$ cat src/rtl/wb_write_arbiter.sv
// -----------------------------------------------------------------------------
// wb_write_arbiter
//   Owns the single register-file write port at the WB end of the pipeline.
//   In-order pipeline results always win the port. Out-of-order results from
//   the multi-cycle mul/div unit (MDU) are buffered in a small FIFO and drain
//   into free cycles. Writes to register 0 are discarded. A starvation counter
//   raises stall_pipe when the FIFO head has waited too long, and the pending_*
//   outputs flag registers with uncommitted writes so ID can stall on hazards.
//
// Ports
//   clk, rst                 clock, asynchronous active-high reset
//   pipe_valid/rd/data       in-order WB result (no backpressure)
//   mdu_valid/ready/rd/data  MDU result handshake (transfer on valid & ready)
//   RegWrite                 registered register-file write enable
//   Write_register           registered register-file write index
//   Write_data               registered register-file write data
//   stall_pipe               ask ID/EX for a bubble so the FIFO can drain
//   rs_query_1/2             ID source registers to check
//   pending_1/2              source register has an uncommitted write here
// -----------------------------------------------------------------------------
module wb_write_arbiter #(
  parameter int DATA_W       = 32,
  parameter int ADDR_W       = 5,
  parameter int DEPTH        = 2,
  parameter int STARVE_LIMIT = 4
) (
  input  logic              clk,
  input  logic              rst,
  input  logic              pipe_valid,
  input  logic [ADDR_W-1:0] pipe_rd,
  input  logic [DATA_W-1:0] pipe_data,
  input  logic              mdu_valid,
  output logic              mdu_ready,
  input  logic [ADDR_W-1:0] mdu_rd,
  input  logic [DATA_W-1:0] mdu_data,
  output logic              RegWrite,
  output logic [ADDR_W-1:0] Write_register,
  output logic [DATA_W-1:0] Write_data,
  output logic              stall_pipe,
  input  logic [ADDR_W-1:0] rs_query_1,
  input  logic [ADDR_W-1:0] rs_query_2,
  output logic              pending_1,
  output logic              pending_2
);

  localparam int PTR_W  = (DEPTH > 1) ? $clog2(DEPTH) : 1;
  localparam int CNT_W  = $clog2(DEPTH + 1);
  localparam int SCNT_W = $clog2(STARVE_LIMIT + 1);

  localparam logic [CNT_W-1:0]  DEPTH_C = CNT_W'(DEPTH);
  localparam logic [SCNT_W-1:0] LIMIT_C = SCNT_W'(STARVE_LIMIT);

  // FIFO storage and control
  logic [ADDR_W-1:0] fifo_rd   [DEPTH];
  logic [DATA_W-1:0] fifo_data [DEPTH];
  logic [DEPTH-1:0]  fifo_vld;
  logic [PTR_W-1:0]  wr_ptr;
  logic [PTR_W-1:0]  rd_ptr;
  logic [CNT_W-1:0]  count;

  logic [SCNT_W-1:0] starve_cnt;
  logic [SCNT_W-1:0] starve_next;

  logic pipe_win;
  logic fifo_empty;
  logic push;
  logic pop;

  // Pipe results to r0 are not real writes, so they never steal the port.
  assign pipe_win   = pipe_valid && (pipe_rd != '0);
  assign fifo_empty = (count == '0);
  assign pop        = !pipe_win && !fifo_empty;

  // Ready depends on the current occupancy only: a full FIFO refuses even when
  // its head is leaving this cycle, which keeps ready free of the pipe path.
  assign mdu_ready  = !rst && (count < DEPTH_C);

  // r0 results complete the handshake but are never stored.
  assign push       = mdu_valid && mdu_ready && (mdu_rd != '0);

  always_comb begin
    starve_next = starve_cnt;
    if (fifo_empty || pop) begin
      starve_next = '0;
    end else if (starve_cnt != LIMIT_C) begin
      starve_next = starve_cnt + SCNT_W'(1);
    end
  end

  // NOTE: state registers use non-blocking assignments so every flop samples
  // values from before the edge, independent of statement order.
  always_ff @(posedge clk or posedge rst) begin
    if (rst) begin
      wr_ptr     <= '0;
      rd_ptr     <= '0;
      count      <= '0;
      fifo_vld   <= '0;
      starve_cnt <= '0;
      stall_pipe <= 1'b0;
    end else begin
      if (pop) begin
        rd_ptr           <= rd_ptr + PTR_W'(1);
        fifo_vld[rd_ptr] <= 1'b0;
      end
      if (push) begin
        wr_ptr           <= wr_ptr + PTR_W'(1);
        fifo_vld[wr_ptr] <= 1'b1;
      end
      case ({push, pop})
        2'b10:   count <= count + CNT_W'(1);
        2'b01:   count <= count - CNT_W'(1);
        default: count <= count;
      endcase
      starve_cnt <= starve_next;
      stall_pipe <= (starve_next == LIMIT_C);
    end
  end

  // NOTE: the payload array has no reset; fifo_vld and count alone decide
  // which slots are meaningful, so clearing the data would only cost area.
  always_ff @(posedge clk) begin
    if (push) begin
      fifo_rd[wr_ptr]   <= mdu_rd;
      fifo_data[wr_ptr] <= mdu_data;
    end
  end

  // Commit register: pipe first, then FIFO head, else idle with index/data held.
  always_ff @(posedge clk or posedge rst) begin
    if (rst) begin
      RegWrite       <= 1'b0;
      Write_register <= '0;
      Write_data     <= '0;
    end else if (pipe_win) begin
      RegWrite       <= 1'b1;
      Write_register <= pipe_rd;
      Write_data     <= pipe_data;
    end else if (pop) begin
      RegWrite       <= 1'b1;
      Write_register <= fifo_rd[rd_ptr];
      Write_data     <= fifo_data[rd_ptr];
    end else begin
      RegWrite       <= 1'b0;
    end
  end

  // Hazard lookup: any buffered entry, or the write that lands at the next edge.
  // NOTE: every combinational output gets a default first so no path leaves it
  // unassigned and no latch is inferred.
  always_comb begin
    logic hit_1;
    logic hit_2;
    hit_1 = 1'b0;
    hit_2 = 1'b0;
    for (int i = 0; i < DEPTH; i++) begin
      if (fifo_vld[i] && (fifo_rd[i] == rs_query_1)) hit_1 = 1'b1;
      if (fifo_vld[i] && (fifo_rd[i] == rs_query_2)) hit_2 = 1'b1;
    end
    if (RegWrite && (Write_register == rs_query_1)) hit_1 = 1'b1;
    if (RegWrite && (Write_register == rs_query_2)) hit_2 = 1'b1;
    pending_1 = (rs_query_1 != '0) && hit_1;
    pending_2 = (rs_query_2 != '0) && hit_2;
  end

endmodule

$ cat config.mk
export PLATFORM = sky130hd
export DESIGN_NAME = wb_write_arbiter
export DESIGN_NICKNAME = d
export VERILOG_FILES = /design/src/rtl/wb_write_arbiter.sv
export SDC_FILE = /design/constraint.sdc
export NUM_CORES = 1
export LEC_CHECK = 0
export CAP_MARGIN = 30
export CORE_MARGIN = 3
export CORE_UTILIZATION = 40
export DETAILED_ROUTE_END_ITERATION = 12
export HOLD_SLACK_MARGIN = 0.03
export PLACE_DENSITY_LB_ADDON = 0.05
export SYNTH_ARGS = -nofsm -noshare
export SYNTH_HDL_FRONTEND = slang
export SYNTH_SLANG_ARGS = --single-unit
$ cat constraint.sdc
create_clock -name clk -period 3.94 [get_ports clk]
set_input_delay 0.788 -clock clk [delete_from_list [all_inputs] [get_ports clk]]
set_output_delay 0.788 -clock clk [all_outputs]
set_load 0.1 [all_outputs]
==> run summary, run 1 <==
Worst-Skew Late Latency: 0.40 ns
Core footprint: 12300 µm²
Reg-to-Reg End: fifo_data[1][7]
PortBufs: 129
Placed Area: 6670 µm²
Mux share of post-synthesis cell area: 2.76%
Sw Pwr: 2420 µW
CTS root buffer: clkbuf_16
Die height: 119 µm
DR iter-0 viols: 154
Num CTS Buffers: 17
Post-Route WL: 12700 µm
Flop pwr share: 32.8%
Combinational family with the most area after synthesis: simple AND/OR/NAND/NOR gates
Post-Synth Adder-Cell Area: 0.732%
Hold Path Origin: fifo_data[1][4]
F_max: 313 MHz
Vias: 3625
Synth top area share: 43.4%
RSZ-0062 raised after global routing: false
Final setup vio count: 0
Slew at the pin with the worst max-slew slack: 1.00 ns
R2R setup slack: 1.83 ns
Gr ovfl total: 0
Layout cells sized above 1: 8.82%
Post-synth cell types: 32
FFs w/ async S/R, synth: 39.3%
Final Non-Filler Cells: 712
Diode count: 0
Status: complete, no violations
Fin area: 7240 µm²
Hold path depth: 1
Layout Skew: 0.00607 ns
Postcts setup bufs: 0
# rows: 40
CP Buf/Inv Count: 2
Drc violations: 0
Internal cell power: 3320 µW
GP Congestion: 0.844
CTS tree: yes
Average wire per standard cell: 17.8 µm
Cell area power density: 793 nW/µm²
Via/cell ratio: 5.09
Max Buffers Root-to-Sink: 2
Commonest cells post-synth: edfxtp_1 (74), dfrtp_1 (48), nand2_1 (42), a21oi_1 (40), xor2_1 (28)
Top post-synthesis cells by area: edfxtp_1 (43%), dfrtp_1 (23%), xor2_1 (4.8%)
Clk pwr share: 26.3%
CP max stage delay: 0.51 ns
Post-Syn Area: 5120 µm²
#FFs+latches synth: 122
Die area: 14200 µm²
XOR/XNOR Fraction of Synth Area: 5.98%
Mapped Cells: 397
Crit-path max FO: 4
Final net count: 622
Comb pwr share: 40.9%
Antenna violations before repair: 0
Post-synthesis sequential area ratio: 66.8%
Sum Neg Setup Slack: 0 ns
DRT antenna net count: 0
Post-synth EDFFs: 74
Net Count, Synth: 488
Crit Reg-Reg Startpoint: count[1]
Clock slew at reported path FFs: 0.05 ns
Inst Count DP: 680
Crit path capture type: primary output
Worst VDD drop: 0.000322 V
First-pass GRT wire length: 20000 µm
Router iterations before antenna repair: 4
P_leak: 0.00271 µW
Most frequent cell after synthesis: edfxtp_1
Filler cells: 1040
Min-delay worst type: reg2reg
Max cap viols: 0
Top delay family on crit path: buffers and inverters
Pin count of the biggest net entering global routing: 41
Crit Path Class: in2out
R2r worst-path depth: 4
CTS Hold Buffers Added: 0
Slowest stage cell on the critical path: clkdlybuf4s50_1
Hold violation count in the final report: 0
Die Width: 119 µm
Critical path launch point type: primary input
Data required, critical path: 3.15 ns
Syn_area_per_cell: 12.9 µm²
GRT Overall Usage: 18.4%
Yosys warns: 0
Min Tclk post-route: 3.20 ns
Initial Util: 41.8%
Post-cts sizing count: 0
Post-Synth Simple-Gate Area: 10.8%
Top FF cell, synth: edfxtp_1
Area Overhead vs Synth: 41.4%
Worst slew margin: 33.0%
Switching Share: 42.2%
Worst EP arrival: 2.41 ns
Vias in the first global route: 3859
# IOs: 130
Area leader, netlist: edfxtp_1
Final period util: 81.2%
Post-synthesis compound-gate area fraction: 10.7%
DP HPWL: 8600 µm
H-tree lvl count: 4
Clk sinks: 122
Hold Path End: Write_data[4]
Cell Chain, Critical Path: clkdlybuf4s50_1 > xor2_1 > nor4_1 > a32oi_1 > a21oi_1 > buf_12
Count of final max-slew check failures: 0
## layer usage
layer / routed length, µm / GRT usage [%] / vias to the layer above
met5: 0 / 0 / -
met4: 194 / 7.24 / 0
met3: 678 / 5.13 / 18
met2: 6440 / 31.9 / 100
met1: 5360 / 21.7 / 1767
li1: - / - / 1740
## power by group through the flow
stage | clock (µW) | sequential [µW] | combinational (µW)
floorplan | 0 | 2780 | 789
global placement | 0 | 1910 | 2320
detailed placement | 0 | 1910 | 2360
global route | 1600 | 1920 | 2470
CTS | 1540 | 1890 | 2360
finish | 1510 | 1880 | 2350
## cell type report
| cell class | instances | area, µm² | share of cell area, % |
|---|---|---|---|
| clock inverters | 10 | 124 | 1.71 |
| repair buffers | 136 | 1390 | 19.2 |
| inverters | 6 | 22.5 | 0.311 |
| clock buffers | 22 | 454 | 6.27 |
| multi-input cells | 248 | 1620 | 22.3 |
| well taps | 168 | 210 | 2.90 |
| flip-flops and latches | 122 | 3420 | 47.3 |
## cell usage in the layout (no fill, tap or decap), drive strengths merged, types with 4 or more instances in the layout
| master | count |
|---|---|
| a21oi | 40 |
| a221o | 24 |
| buf | 10 |
| clkbuf | 22 |
| clkdlybuf4s50 | 126 |
| clkinv | 7 |
| dfrtp | 48 |
| edfxtp | 74 |
| inv | 6 |
| mux2i | 13 |
| nand2 | 42 |
| nand3 | 11 |
| nand3b | 15 |
| nor2 | 28 |
| nor4 | 6 |
| o21ai | 13 |
| or4 | 4 |
| xnor2 | 7 |
| xor2 | 28 |
## metrics by stage
step	setup slack [ns]	utilization, %	hold WS [ns]	power [µW]
global placement	0.801	54.0	0.458	4230
finish	0.742	59.1	0.474	5740
global route	0.646	59.1	0.493	5990
floorplan	0.149	-	0.455	3570
CTS	0.732	59.1	0.477	5790
detailed placement	0.743	54.4	0.465	4270
## state kept, by name, summed over array words and instances (netlist names)
signal and count:
fifo_data 64, Write_data 32, fifo_rd 10, Write_register 5
starve_cnt 3, count 2, fifo_vld 2, RegWrite 1
rd_ptr 1, stall_pipe 1, wr_ptr 1
## worst reg2reg max path, delay by kind of cell, from the launching register on
kind            cells  cell delay, ns
compound gates      1            0.31
buf+inv             1            0.24
flops               1            0.44
simple gates        2            0.80
## worst max path at each step
stage / start / end / slack [ns] / cells past startpoint
2_1_floorplan: Write_register[2] / pending_1 / 0.15 / 4
3_3_place_gp: mdu_rd[2] / fifo_data[0][7] / 0.80 / 4
3_5_place_dp: mdu_rd[0] / fifo_data[1][3] / 0.74 / 5
4_1_cts: rs_query_2[0] / pending_2 / 0.73 / 6
5_1_grt: rs_query_1[3] / pending_1 / 0.65 / 6
6_report: rs_query_1[0] / pending_1 / 0.74 / 6
## cells by family (layout without fill, tap and decap cells)
group | Yosys count | in the layout
AO/OA/AOI/OAI | 83 | 83
XOR/XNOR | 35 | 35
adder cells (fa/ha/maj) | 3 | 3
buffers and inverters | 27 | 174
flip-flops | 122 | 122
multiplexers | 14 | 14
AND/OR/NAND/NOR | 113 | 113
Note: power is estimated with default switching activity, not from simulation.
==> run 2: changes to the inputs <==
- clock period: 3.94 -> 3.2 ns (I/O delays scaled with it)
==> run 2 against run 1 <==
- final area shrank 0.71%
- clock skew increased by 0.0057 ns
- critical path depth unchanged
- worst hold slack about the same
- first-iteration DRC count is 79% higher
- count of clock-buffer cells in the layout fell by 4
- final cell count up 0.84%
- sequential power is 23% higher
- global-route usage down 0.35 points
- clock power grew 23%
- largest power group unchanged
- highest routed layer unchanged
==> run summary, run 2 (synthesis gave the netlist of run 1 again) <==
Crit Path Class: in2out
F_max: 342 MHz
Clk sinks: 122 (unchanged)
Max Buffers Root-to-Sink: 2 (unchanged)
CTS Hold Buffers Added: 0 (unchanged)
Initial Util: 41.8% (unchanged)
Placed Area: 6610 µm² (-0.86%)
Sum Neg Setup Slack: 0 ns (unchanged)
Top delay family on crit path: buffers and inverters
Gr ovfl total: 0 (unchanged)
GP Congestion: 0.832 (-1.4%)
Layout cells sized above 1: 17.8% (+9.0 points)
Vias: 3685 (+1.7%)
Post-cts sizing count: 0 (unchanged)
Register area: 3420 µm² (unchanged)
Crit-path max FO: 4 (unchanged)
Most common cell after layout, fill and taps aside: clkdlybuf4s50_1
DR iter-0 viols: 275 (+79%)
Min-delay worst type: reg2reg
Postcts setup bufs: 0 (unchanged)
Core footprint: 12300 µm² (unchanged)
Area Overhead vs Synth: 40.4%
Average wire per standard cell: 17.8 µm (-0.20%)
Power Total: 7040 µW (+23%)
Die Width: 119 µm (unchanged)
Final net count: 628 (+0.96%)
PortBufs: 129 (unchanged)
Critical path launch point type: primary input
Most frequent cells in the layout: clkdlybuf4s50_1 (87), edfxtp_1 (74), buf_4 (52)
Die area: 14200 µm² (unchanged)
RSZ-0062 raised after global routing: false
CTS root buffer: clkbuf_16
Final setup vio count: 0 (unchanged)
Layout Skew: 0.0118 ns (+0.00569 ns)
Router iterations before antenna repair: 5 (+1)
Worst EP arrival: 2.29 ns (-0.12 ns)
Vias in the first global route: 3800 (-1.5%)
Count of final max-slew check failures: 0 (unchanged)
Hold violation count in the final report: 0 (unchanged)
Filler cells: 1016 (-2.3%)
Min Tclk post-route: 2.93 ns
Worst-Skew Late Latency: 0.41 ns (about the same)
Slowest stage cell on the critical path: clkdlybuf4s50_1
Drc violations: 0 (unchanged)
Crit path capture type: primary output
Antenna violations before repair: 0 (unchanged)
DRT antenna net count: 0 (unchanged)
# rows: 40 (unchanged)
Slew at the pin with the worst max-slew slack: 0.953 ns (-0.0484 ns)
CTS tree: yes
Worst VDD drop: 0.000571 V (+78%)
Worst slew margin: 36.4% (+3.4 points)
Die height: 119 µm (unchanged)
Status: complete, no violations
CP Buf/Inv Count: 2 (unchanged)
Max reg flops: 64 (unchanged)
DP HPWL: 8740 µm (+1.7%)
Cell area power density: 978 nW/µm² (+23%)
Biggest regs: fifo_data x64, Write_data x32, fifo_rd x10
Final period util: 91.5%
P_leak: 0.00277 µW (+2.4%)
Pin count of the biggest net entering global routing: 41 (unchanged)
Biggest register: fifo_data
Post-Route WL: 12800 µm (+0.64%)
CP max stage delay: 0.52 ns (about the same)
Core Util, Final: 58.7% (-0.42 points)
Multi-input gate area: 1620 µm² (+0.46%)
Data required, critical path: 2.56 ns (-0.59 ns)
Max cap viols: 0 (unchanged)
H-tree lvl count: 4 (unchanged)
GRT Overall Usage: 18.1% (-0.35 points)
Num CTS Buffers: 17 (unchanged)
Cell Chain, Critical Path: clkdlybuf4s50_1 > xor2_1 > nor4_1 > a32oi_1 > a21oi_2 > buf_12
Clock slew at reported path FFs: 0.06 ns (about the same)
Fin area: 7190 µm² (-0.71%)
# IOs: 130 (unchanged)
Diode count: 0 (unchanged)
First-pass GRT wire length: 19800 µm (-1.1%)
Via/cell ratio: 5.13 (+0.81%)
run 2: cell count changes in the layout (fill, tap and decap cells not counted):
cell / change
clkbuf_8: -1
clkdlybuf4s50_1: -39
clkbuf_1: -3
clkinvlp_4: +3
a21oi_1: -2
buf_12: -1
clkinv_4: +1
a21oi_2: +2
buf_4: +46
run 2: where the power goes:
part | switching, µW | total (µW) | internal [µW]
registers | 323 | 2320 | 2000
clock network | 655 | 1860 | 1210
logic | 2040 | 2850 | 810
total | 3020 | 7040 | 4020
run 2: metrics by stage:
step	hold WS (ns)	worst slack [ns]	cells
global placement	0.458	0.316	685
floorplan	0.455	0.0807	397
detailed placement	0.466	0.292	686
CTS	0.478	0.298	718
finish	0.474	0.272	718
global route	0.489	0.228	718
run 2: worst paths after layout:
kind	startpoint	endpoint	slack, ns	cells after the start
min reg2reg	fifo_data[0][17]	Write_data[17]	0.47	1
min	fifo_data[0][17]	Write_data[17]	0.47	1
min in group asynchronous	rst	starve_cnt[0]	0.71	2
max in group asynchronous	rst	fifo_vld[0]	1.86	3
max reg2reg	count[1]	fifo_data[1][2]	1.19	5
max	rs_query_1[2]	pending_1	0.27	6
run 2: final cells by class:
type,count,share of cell area [%]
inverter,6,0.313
timing repair buffer,142,18.5
sequential,122,47.6
multi-input combinational,248,22.6
clock inverter,14,2.16
clock buffer,18,5.97
tap,168,2.92
run 2: routing by layer:
layer  GRT usage [%]  routed length [µm]  vias to the layer above
li1                -                   -                     1750
met3            5.84                 751                        7
met1            22.3                5490                     1822
met4            6.01                  96                        0
met2            30.0                6410                      106
met5               0                   0                        -
